### src/rtl/sender_stream_ctrl_if.sv
// ---------------------------------------------------------------------------
// sender_stream_ctrl_if
// Bundles every non-clock/reset signal of the sender stream controller.
//   User side    : data, write, start, clear, abort, loop_mode
//   Serializer   : Transmit, Ready, sdrDataIn
//   External RAM : memDataIn, memDataOut, Address, WriteEnable
//   Status       : count, full, empty, busy, done
// Modports:
//   master : the controller itself (drives strobes, RAM bus and status)
//   slave  : the surrounding environment (user logic, RAM, serializer)
// ---------------------------------------------------------------------------
interface sender_stream_ctrl_if #(
  parameter int DATA_W = 16,
  parameter int ADDR_W = 4
);
  logic [DATA_W-1:0] data;
  logic              write;
  logic              start;
  logic              clear;
  logic              abort;
  logic              loop_mode;

  logic              Transmit;
  logic              Ready;
  logic [DATA_W-1:0] sdrDataIn;

  logic [DATA_W-1:0] memDataIn;
  logic [DATA_W-1:0] memDataOut;
  logic [ADDR_W-1:0] Address;
  logic              WriteEnable;

  logic [ADDR_W:0]   count;
  logic              full;
  logic              empty;
  logic              busy;
  logic              done;

  modport master (
    input  data, write, start, clear, abort, loop_mode, Ready, memDataOut,
    output Transmit, sdrDataIn, memDataIn, Address, WriteEnable,
           count, full, empty, busy, done
  );

  modport slave (
    output data, write, start, clear, abort, loop_mode, Ready, memDataOut,
    input  Transmit, sdrDataIn, memDataIn, Address, WriteEnable,
           count, full, empty, busy, done
  );
endinterface

### src/rtl/sender_stream_ctrl.sv
// ---------------------------------------------------------------------------
// sender_stream_ctrl
// Buffers user words into an external synchronous single-port RAM, then
// streams them one at a time to a serializer with a Transmit/Ready handshake.
// Supports clear, abort, loop (repeat) mode and a completion pulse.
// Ports:
//   clk   : rising-edge clock
//   Reset : asynchronous, active-high reset (discards buffered words)
//   bus   : sender_stream_ctrl_if.master (user, serializer, RAM, status)
// Every output is registered.
// ---------------------------------------------------------------------------
module sender_stream_ctrl #(
  parameter int DATA_W     = 16,
  parameter int ADDR_W     = 4,
  parameter int XMIT_PULSE = 3
) (
  input  logic                 clk,
  input  logic                 Reset,
  sender_stream_ctrl_if.master bus
);

  localparam int                CNT_W      = ADDR_W + 1;
  localparam logic [CNT_W-1:0]  DEPTH      = CNT_W'(2 ** ADDR_W);
  localparam int                PCNT_W     = (XMIT_PULSE > 1) ? $clog2(XMIT_PULSE) : 1;
  localparam logic [PCNT_W-1:0] PULSE_LAST = PCNT_W'(XMIT_PULSE - 1);

  typedef enum logic [2:0] {
    IDLE, WR, RD_ADDR, RD_DATA, LOAD, PULSE, WAIT_BUSY, WAIT_READY
  } state_t;

  // Occupancy never exceeds DEPTH.
  function automatic logic [CNT_W-1:0] sat_inc(input logic [CNT_W-1:0] c);
    return (c == DEPTH) ? c : c + CNT_W'(1);
  endfunction

  state_t              state_q,  state_d;
  logic                tx_q,     tx_d;
  logic                we_q,     we_d;
  logic                done_q,   done_d;
  logic [ADDR_W-1:0]   addr_q,   addr_d;
  logic [DATA_W-1:0]   sdr_q,    sdr_d;
  logic [DATA_W-1:0]   mdi_q,    mdi_d;
  logic [CNT_W-1:0]    count_q,  count_d;
  logic [ADDR_W-1:0]   rd_ptr_q, rd_ptr_d;
  logic [PCNT_W-1:0]   pcnt_q,   pcnt_d;
  logic                full_q,   full_d;
  logic                empty_q,  empty_d;
  logic                busy_q,   busy_d;

  always_comb begin
    state_d  = state_q;
    tx_d     = tx_q;
    we_d     = we_q;
    done_d   = 1'b0;
    addr_d   = addr_q;
    sdr_d    = sdr_q;
    mdi_d    = mdi_q;
    count_d  = count_q;
    rd_ptr_d = rd_ptr_q;
    pcnt_d   = pcnt_q;

    case (state_q)
      IDLE: begin
        if (bus.clear) begin
          count_d = '0;
        end else if (bus.write && !full_q) begin
          addr_d  = count_q[ADDR_W-1:0];
          mdi_d   = bus.data;
          we_d    = 1'b1;
          state_d = WR;
        end else if (bus.start && !empty_q) begin
          // Address is presented on entry to RD_ADDR so the RAM samples it
          // at the end of RD_ADDR and data is ready during RD_DATA.
          rd_ptr_d = '0;
          addr_d   = '0;
          state_d  = RD_ADDR;
        end
      end
      WR: begin
        we_d    = 1'b0;
        count_d = sat_inc(count_q);
        state_d = IDLE;
      end
      RD_ADDR: begin
        addr_d  = rd_ptr_q;
        state_d = RD_DATA;
      end
      RD_DATA: begin
        sdr_d   = bus.memDataOut;
        state_d = LOAD;
      end
      LOAD: begin
        if (bus.Ready) begin
          tx_d    = 1'b1;
          pcnt_d  = '0;
          state_d = PULSE;
        end
      end
      PULSE: begin
        if (pcnt_q == PULSE_LAST) begin
          tx_d    = 1'b0;
          state_d = WAIT_BUSY;
        end else begin
          pcnt_d = pcnt_q + PCNT_W'(1);
        end
      end
      WAIT_BUSY: begin
        if (!bus.Ready) state_d = WAIT_READY;
      end
      WAIT_READY: begin
        if (bus.Ready) begin
          if (({1'b0, rd_ptr_q} + CNT_W'(1)) < count_q) begin
            rd_ptr_d = rd_ptr_q + ADDR_W'(1);
            addr_d   = rd_ptr_q + ADDR_W'(1);
            state_d  = RD_ADDR;
          end else if (bus.loop_mode) begin
            rd_ptr_d = '0;
            addr_d   = '0;
            state_d  = RD_ADDR;
          end else begin
            done_d  = 1'b1;
            state_d = IDLE;
          end
        end
      end
      default: state_d = IDLE;
    endcase

    // Abort overrides every transition; a write caught in WR is dropped
    // by leaving count untouched.
    if (bus.abort && (state_q != IDLE)) begin
      state_d = IDLE;
      tx_d    = 1'b0;
      we_d    = 1'b0;
      done_d  = 1'b0;
      count_d = count_q;
    end

    full_d  = (count_d == DEPTH);
    empty_d = (count_d == '0);
    busy_d  = (state_d != IDLE);
  end

  // State and output register stage
  always_ff @(posedge clk or posedge Reset) begin
    if (Reset) begin
      state_q  <= IDLE;
      tx_q     <= 1'b0;
      we_q     <= 1'b0;
      done_q   <= 1'b0;
      addr_q   <= '0;
      sdr_q    <= '0;
      mdi_q    <= '0;
      count_q  <= '0;
      rd_ptr_q <= '0;
      pcnt_q   <= '0;
      full_q   <= 1'b0;
      empty_q  <= 1'b1;
      busy_q   <= 1'b0;
    end else begin
      state_q  <= state_d;
      tx_q     <= tx_d;
      we_q     <= we_d;
      done_q   <= done_d;
      addr_q   <= addr_d;
      sdr_q    <= sdr_d;
      mdi_q    <= mdi_d;
      count_q  <= count_d;
      rd_ptr_q <= rd_ptr_d;
      pcnt_q   <= pcnt_d;
      full_q   <= full_d;
      empty_q  <= empty_d;
      busy_q   <= busy_d;
    end
  end

  assign bus.Transmit    = tx_q;
  assign bus.WriteEnable = we_q;
  assign bus.done        = done_q;
  assign bus.Address     = addr_q;
  assign bus.sdrDataIn   = sdr_q;
  assign bus.memDataIn   = mdi_q;
  assign bus.count       = count_q;
  assign bus.full        = full_q;
  assign bus.empty       = empty_q;
  assign bus.busy        = busy_q;

endmodule
### src/flat_wrapper.sv
// flat-port wrapper written by rule: the top's interface ports become plain ports
module sender_stream_ctrl_flat 
#(
  parameter int DATA_W     = 16,
  parameter int ADDR_W     = 4,
  parameter int XMIT_PULSE = 3
)
  (clk, Reset, bus_data, bus_write, bus_start, bus_clear, bus_abort, bus_loop_mode, bus_Ready, bus_memDataOut, bus_Transmit, bus_sdrDataIn, bus_memDataIn, bus_Address, bus_WriteEnable, bus_count, bus_full, bus_empty, bus_busy, bus_done);
  sender_stream_ctrl_if #(.DATA_W(DATA_W), .ADDR_W(ADDR_W)) bus_i ();
  input  logic clk;
  input  logic Reset;
  input wire logic [$bits(bus_i.data)-1:0] bus_data;
  input wire logic [$bits(bus_i.write)-1:0] bus_write;
  input wire logic [$bits(bus_i.start)-1:0] bus_start;
  input wire logic [$bits(bus_i.clear)-1:0] bus_clear;
  input wire logic [$bits(bus_i.abort)-1:0] bus_abort;
  input wire logic [$bits(bus_i.loop_mode)-1:0] bus_loop_mode;
  input wire logic [$bits(bus_i.Ready)-1:0] bus_Ready;
  input wire logic [$bits(bus_i.memDataOut)-1:0] bus_memDataOut;
  output wire logic [$bits(bus_i.Transmit)-1:0] bus_Transmit;
  output wire logic [$bits(bus_i.sdrDataIn)-1:0] bus_sdrDataIn;
  output wire logic [$bits(bus_i.memDataIn)-1:0] bus_memDataIn;
  output wire logic [$bits(bus_i.Address)-1:0] bus_Address;
  output wire logic [$bits(bus_i.WriteEnable)-1:0] bus_WriteEnable;
  output wire logic [$bits(bus_i.count)-1:0] bus_count;
  output wire logic [$bits(bus_i.full)-1:0] bus_full;
  output wire logic [$bits(bus_i.empty)-1:0] bus_empty;
  output wire logic [$bits(bus_i.busy)-1:0] bus_busy;
  output wire logic [$bits(bus_i.done)-1:0] bus_done;
  assign bus_i.data = bus_data;
  assign bus_i.write = bus_write;
  assign bus_i.start = bus_start;
  assign bus_i.clear = bus_clear;
  assign bus_i.abort = bus_abort;
  assign bus_i.loop_mode = bus_loop_mode;
  assign bus_i.Ready = bus_Ready;
  assign bus_i.memDataOut = bus_memDataOut;
  assign bus_Transmit = bus_i.Transmit;
  assign bus_sdrDataIn = bus_i.sdrDataIn;
  assign bus_memDataIn = bus_i.memDataIn;
  assign bus_Address = bus_i.Address;
  assign bus_WriteEnable = bus_i.WriteEnable;
  assign bus_count = bus_i.count;
  assign bus_full = bus_i.full;
  assign bus_empty = bus_i.empty;
  assign bus_busy = bus_i.busy;
  assign bus_done = bus_i.done;
  sender_stream_ctrl #(.DATA_W(DATA_W), .ADDR_W(ADDR_W), .XMIT_PULSE(XMIT_PULSE)) u_core (.clk(clk), .Reset(Reset), .bus(bus_i));
endmodule
### config.mk
export PLATFORM = sky130hd
export DESIGN_NAME = sender_stream_ctrl_flat
export DESIGN_NICKNAME = d
export VERILOG_FILES = /design/src/rtl/sender_stream_ctrl_if.sv /design/src/rtl/sender_stream_ctrl.sv /design/src/flat_wrapper.sv
export SDC_FILE = /design/constraint.sdc
export NUM_CORES = 1
export LEC_CHECK = 0
export ABC_CLOCK_PERIOD_IN_PS = 3270
export CAP_MARGIN = 20
export CORE_UTILIZATION = 40
export DETAILED_ROUTE_END_ITERATION = 8
export MAX_ROUTING_LAYER = met4
export PLACE_DENSITY = 0.68
export SYNTH_ARGS = -nofsm -noshare
export SYNTH_HDL_FRONTEND = slang
export SYNTH_SLANG_ARGS = --single-unit
export TNS_END_PERCENT = 20
### constraint.sdc
create_clock -name clk -period 3.27 [get_ports clk]
set_input_delay 0.654 -clock clk [delete_from_list [all_inputs] [get_ports clk]]
set_output_delay 0.654 -clock clk [all_outputs]
set_load 0.01 [all_outputs]
# Yosys cells after proc, flatten, opt, wreduce, memory -nomap -nowiden
# Cells that the tools add are included.
dict set report totals {
  ff_bits 56
  input_bits 40
  out_inout_bits 47
  word_cells 102
}
dict set report classes {
  bitwise 1
  add_sub_neg 4
  n_reduce_logical 20
  eq_ne 22
  n_mux 41
  n_lt_le_gt_ge 1
}
# operator n
set ops {}
lappend ops {{$mux 4} 8}
lappend ops {{$mux 3} 9}
lappend ops {{$pmux 3 s8} 1}
lappend ops {{$mux 5} 3}
lappend ops {{$reduce_bool 3->1} 5}
lappend ops {{$eq 3x3->1 const B} 4}
lappend ops {{$pmux 4 s3} 1}
lappend ops {{$reduce_and 3->1} 4}
lappend ops {{$mux 1} 11}
lappend ops {{$eq 5x5->1 const B} 2}
lappend ops {{$ne 2x2->1 const B} 5}
lappend ops {{$pmux 5 s2} 1}
lappend ops {{$ne 3x1->1 const B} 3}
lappend ops {{$ne 3x2->1 const B} 3}
lappend ops {{$pmux 4 s2} 1}
lappend ops {{$eq 3x2->1 const B} 2}
lappend ops {{$mux 2} 3}
lappend ops {{$reduce_and 6->1} 1}
lappend ops {{$add 4x1->5 const B} 1}
lappend ops {{$add 5x1->5 const B} 1}
lappend ops {{$logic_not 5->1} 1}
lappend ops {{$lt 5x5->1} 1}
lappend ops {{$reduce_and 5->1} 1}
lappend ops {{$add 4x1->4 const B} 1}
lappend ops {{other kinds (11)} 16}

# Logic depth before layout (Yosys ltp)
dict set report logic_depth {
  word_depth 8
  mapped_depth 8
  ltp_nobuf 8
}

# Worst setup path before layout
# OpenSTA, ideal clock, no wires.
dict set report synth_path {
  path_kind {flip-flop to flip-flop}
  start {register u_core.rd_ptr_q[0]}
  end {register u_core.addr_q[2], in the netlist u_core.bus.Address[2]}
  stages_incl_launch_ff 9
  required_time_ns 3.145
  setup_time_ns 0.125
  n_path_buf 1
  t_arrival_ns 2.361
  path_slack_ns 0.784
  synth_period_minus_slack_ns 2.486
  cell_sequence {dfrtp_1 ha_1 and3_1 ha_1 and2_1 buf_1 a211oi_1 or2_1 mux2_2}
}
dict set report synth_via {
  elab_chain_cells 5
  elab_cells_between_ends 8
  classes_between {add/sub (2); order compare (1); eq/ne (1); mux (3); reduce/logical (1)}
}
# element line
set synth_lines {}
lappend synth_lines {{from (decl)} sender_stream_ctrl.sv:44} ;# logic [ADDR_W-1:0] rd_ptr_q, rd_ptr_d;
lappend synth_lines {{from (signal assigned)} sender_stream_ctrl.sv:169} ;# rd_ptr_q <= rd_ptr_d;
lappend synth_lines {{$add 4x1->5} sender_stream_ctrl.sv:112} ;# if (({1'b0, rd_ptr_q} + CNT_W'(1)) < count_q) begin
lappend synth_lines {{$lt 5x5->1} sender_stream_ctrl.sv:112}
lappend synth_lines {{$mux 4} sender_stream_ctrl.sv:112}
lappend synth_lines {{$mux 4} sender_stream_ctrl.sv:111} ;# if (bus.Ready) begin
lappend synth_lines {{$pmux 4 s3} sender_stream_ctrl.sv:62} ;# case (state_q)
lappend synth_lines {{to (signal assigned)} sender_stream_ctrl.sv:165} ;# addr_q <= addr_d;
lappend synth_lines {{to (decl)} sender_stream_ctrl.sv:40} ;# logic [ADDR_W-1:0] addr_q, addr_d;
# Parallel ways exist; a longest one is shown, timed or not. The select of a mux whose other input is x is not followed.
# A chain may end at the register's enable or synchronous reset.

# Final worst setup path
# Same ends and word-level chain as after synthesis.

==> key figures <==
Drt
  • Antenna viol nets, final: 0
  • Total routed wirelength: 6470 microns
  • Routed wire per std cell: 15.5 microns
  • Vias post-DR: 2298
  • First-pass iteration count of the detailed router: 4
  • Number of remaining DRC errors: 0
  • Via density: 5.50
  • Drt initial violations: 100

Global route
  • Tot GR Track Use: 18.7%
  • First-pass GRT wire length: 10500 microns
  • Initial antenna violation count: 0
  • Number of global-route vias before repair: 2152
  • Total gr overflow: 0
  • Largest net degree at the start of global routing: 31

Floorplanning
  • Die ar.: 0.00731 sq mm
  • Die Ht: 85.5 microns
  • Chip width: 85.5 microns
  • Cell row count: 30
  • Initial Utilization: 41.3%
  • Core area: 0.00676 sq mm
  • # IOs: 87

Clock network
  • Hold buffer count at cts: 0
  • Clock Latency Late Sink: 0.32 ns
  • Clock sinks: 56
  • CTS buffer count: 5
  • Post-CTS setup repair buffer count: 0
  • CTS H-Tree Depth: 2
  • Post_cts resized: 0
  • CTS tree: yes
  • Clk slew on worst S/H paths: 0.10 ns
  • Clock buffer depth: 2
  • CTS root buf: clkbuf_8

Hold path
  • Hold Path Stages: 1
  • Worst min path class: reg2reg

Placed design
  • Pre-CTS WS: 0.670 ns
  • Detailed Place HPWL: 4790 microns
  • Placer congestion estimate: 0.894
  • Port Buffers: 86

Timing
  • Fin crit share: 77.5%
  • Final Max Tran Viols: 0
  • Post-layout min period: 2.54 ns
  • Fmax: 394 MHz
  • TNS Setup: 0 ns
  • Setup WS post-layout: 0.734 ns
  • Final hold viol count: 0
  • Pin slew with the least headroom to its limit: 0.754 ns
  • Final Skew: 0.0114 ns
  • Slew HR: 49.8%
  • RSZ-0062 raised after global routing: false
  • Setup violators final: 0

Layout
  • P&R area growth vs syn: 37.1%
  • Layout Utilization: 56.6%
  • # diodes: 0
  • Nets: 385
  • Share of layout cells above drive strength 1: 10.9%

Setup path
  • CP max FO: 7
  • CP Launch Type: flop
  • Worst Reg-to-Reg Cells: 9
  • Critical path capture point type: flop
  • CP Class: reg2reg
  • Worst EP required: 3.47 ns
  • Critical Path AT: 2.74 ns

Synthesis
  • Distinct cells, synth: 54
  • Area leader, netlist: dfrtp_1
  • Flops & latches, synth: 56
  • YS warnings: 0
  • Synth top area share: 49.3%
  • EDFF count, synth: 0
  • Post-synthesis sequential area ratio: 50.3%
  • Mapped Area: 0.00279 sq mm
  • Post-Syn Instances: 250
  • Main flop type after synthesis: dfrtp_1
  • Syn nets: 298
  • Area contributors post-synth: dfrtp_1 (49%), mux2_1 (7.7%), mux2_2 (6.5%), ha_1 (3.6%), o21ai_0 (2.2%)
  • Mean Syn Cell Area: 11.2 sq um
  • Post-synth ARST share: 100%

Power
  • Pleak: 1.60 nW
  • Worst IR Drop VDD: 0.240 mV
  • Pwr dens: 748 mW/mm^2

Status
  • Run status: finished clean

Run
  • # Max-Cap Violations: 0
metrics by stage:
stage | std cells | power (mW) | area (sq um) | hold slack (ns)
global route | 418 | 3.04 | 3820 | 0.515
detailed placement | 410 | 2.49 | 3730 | 0.481
CTS | 418 | 2.88 | 3820 | 0.505
floorplan | 250 | 1.82 | 2790 | 0.475
finish | 418 | 2.86 | 3820 | 0.497
global placement | 410 | 2.46 | 3730 | 0.474
placed cells by master, fill, tap and decap left out, types with 8 or more instances in the layout:
cell type	netlist	routed
nand3_1	10	10
inv_1	12	11
nor2_1	13	13
mux2_1	19	19
clkdlybuf4s50_1	0	86
a21oi_1	11	11
nand2_1	10	10
dfrtp_1	55	55
nor3_1	8	8
ha_1	8	8
o21ai_0	12	12
mux2_2	16	16
logic make-up (layout without fill, tap and decap cells):
kind of cell    Yosys count  after routing  share of synthesized area [%]
mux                      35             35                           14.1
xor+xnor                  3              3                          0.942
fa+ha+maj                 8              8                           3.59
simple gates             68             68                           13.4
buf+inv                  24            112                           3.72
compound gates           56             56                           14.0
flops                    56             56                           50.3
routing by layer:
metal	global-route usage [%]	part of all wire, %	wire [microns]	vias to the layer above
li1	-	-	-	1094
met1	24.8	46	2990	1093
met2	28.6	45	2920	101
met3	4.23	7.1	462	10
met4	5.91	1.4	92	0
met5	-	0	0	-
worst paths after layout:
path | startpoint | end | slack [ns]
setup / recovery | u_core.rd_ptr_q[0]$_DFFE_PP0P_ | u_core.bus.Address[2]$_DFFE_PP0P_ | 0.73
max in group asynchronous | Reset | u_core.bus.empty$_DFF_PP1_ | 1.84
setup reg to reg | u_core.rd_ptr_q[0]$_DFFE_PP0P_ | u_core.bus.Address[2]$_DFFE_PP0P_ | 0.73
min in group asynchronous | Reset | u_core.bus.memDataIn[2]$_DFFE_PP0P_ | 0.73
hold / removal | u_core.bus.sdrDataIn[11]$_DFFE_PP0N_ | u_core.bus.sdrDataIn[11]$_DFFE_PP0N_ | 0.50
hold reg to reg | u_core.bus.sdrDataIn[11]$_DFFE_PP0N_ | u_core.bus.sdrDataIn[11]$_DFFE_PP0N_ | 0.50
report_power, final:
group,internal [mW],switching (mW)
Clock,0.154,0.232
Combinational,0.768,0.580
Sequential,0.960,0.165
Total,1.88,0.976
sequential cells by signal, indices dropped and copies added (netlist names):
register and cells:
u_core.bus.memDataIn 16, u_core.bus.sdrDataIn 16, u_core.bus.count 5, u_core.bus.Address 4, u_core.rd_ptr_q 4, u_core.state_q 3, u_core.pcnt_q 2, u_core.bus.Transmit 1
u_core.bus.WriteEnable 1, u_core.bus.busy 1, u_core.bus.done 1, u_core.bus.empty 1, u_core.bus.full 1
Yosys cell counts, types with 3 or more instances:
cell type,n
nor2b_1,3
a211oi_1,5
nor3_1,8
and2_1,4
inv_1,12
dfrtp_1,55
buf_2,5
nor2_1,13
nand2b_1,4
nand2_1,10
mux2_1,19
clkbuf_1,3
a32oi_1,3
nand3_1,10
mux2_2,16
a32o_1,4
o21ai_0,12
ha_1,8
a21oi_1,11
final cells by class:
class	instances	area, sq um
fill	588	2930
clock inverter	3	22.5
timing repair buffer	91	898
tap	80	100
multi-input combinational	170	1280
sequential	56	1400
inverter	13	48.8
clock buffer	5	68.8
critical path: stages, from the launching register on:
cell,delay (ns)
dfrtp_1,0.45
ha_1,0.27
xor2_1,0.22
ha_1,0.28
a21oi_1,0.17
o21ai_2,0.12
a211oi_1,0.22
buf_4,0.17
or2_1,0.17
mux2_2,0.35
Power figures use the tool's default switching activity.
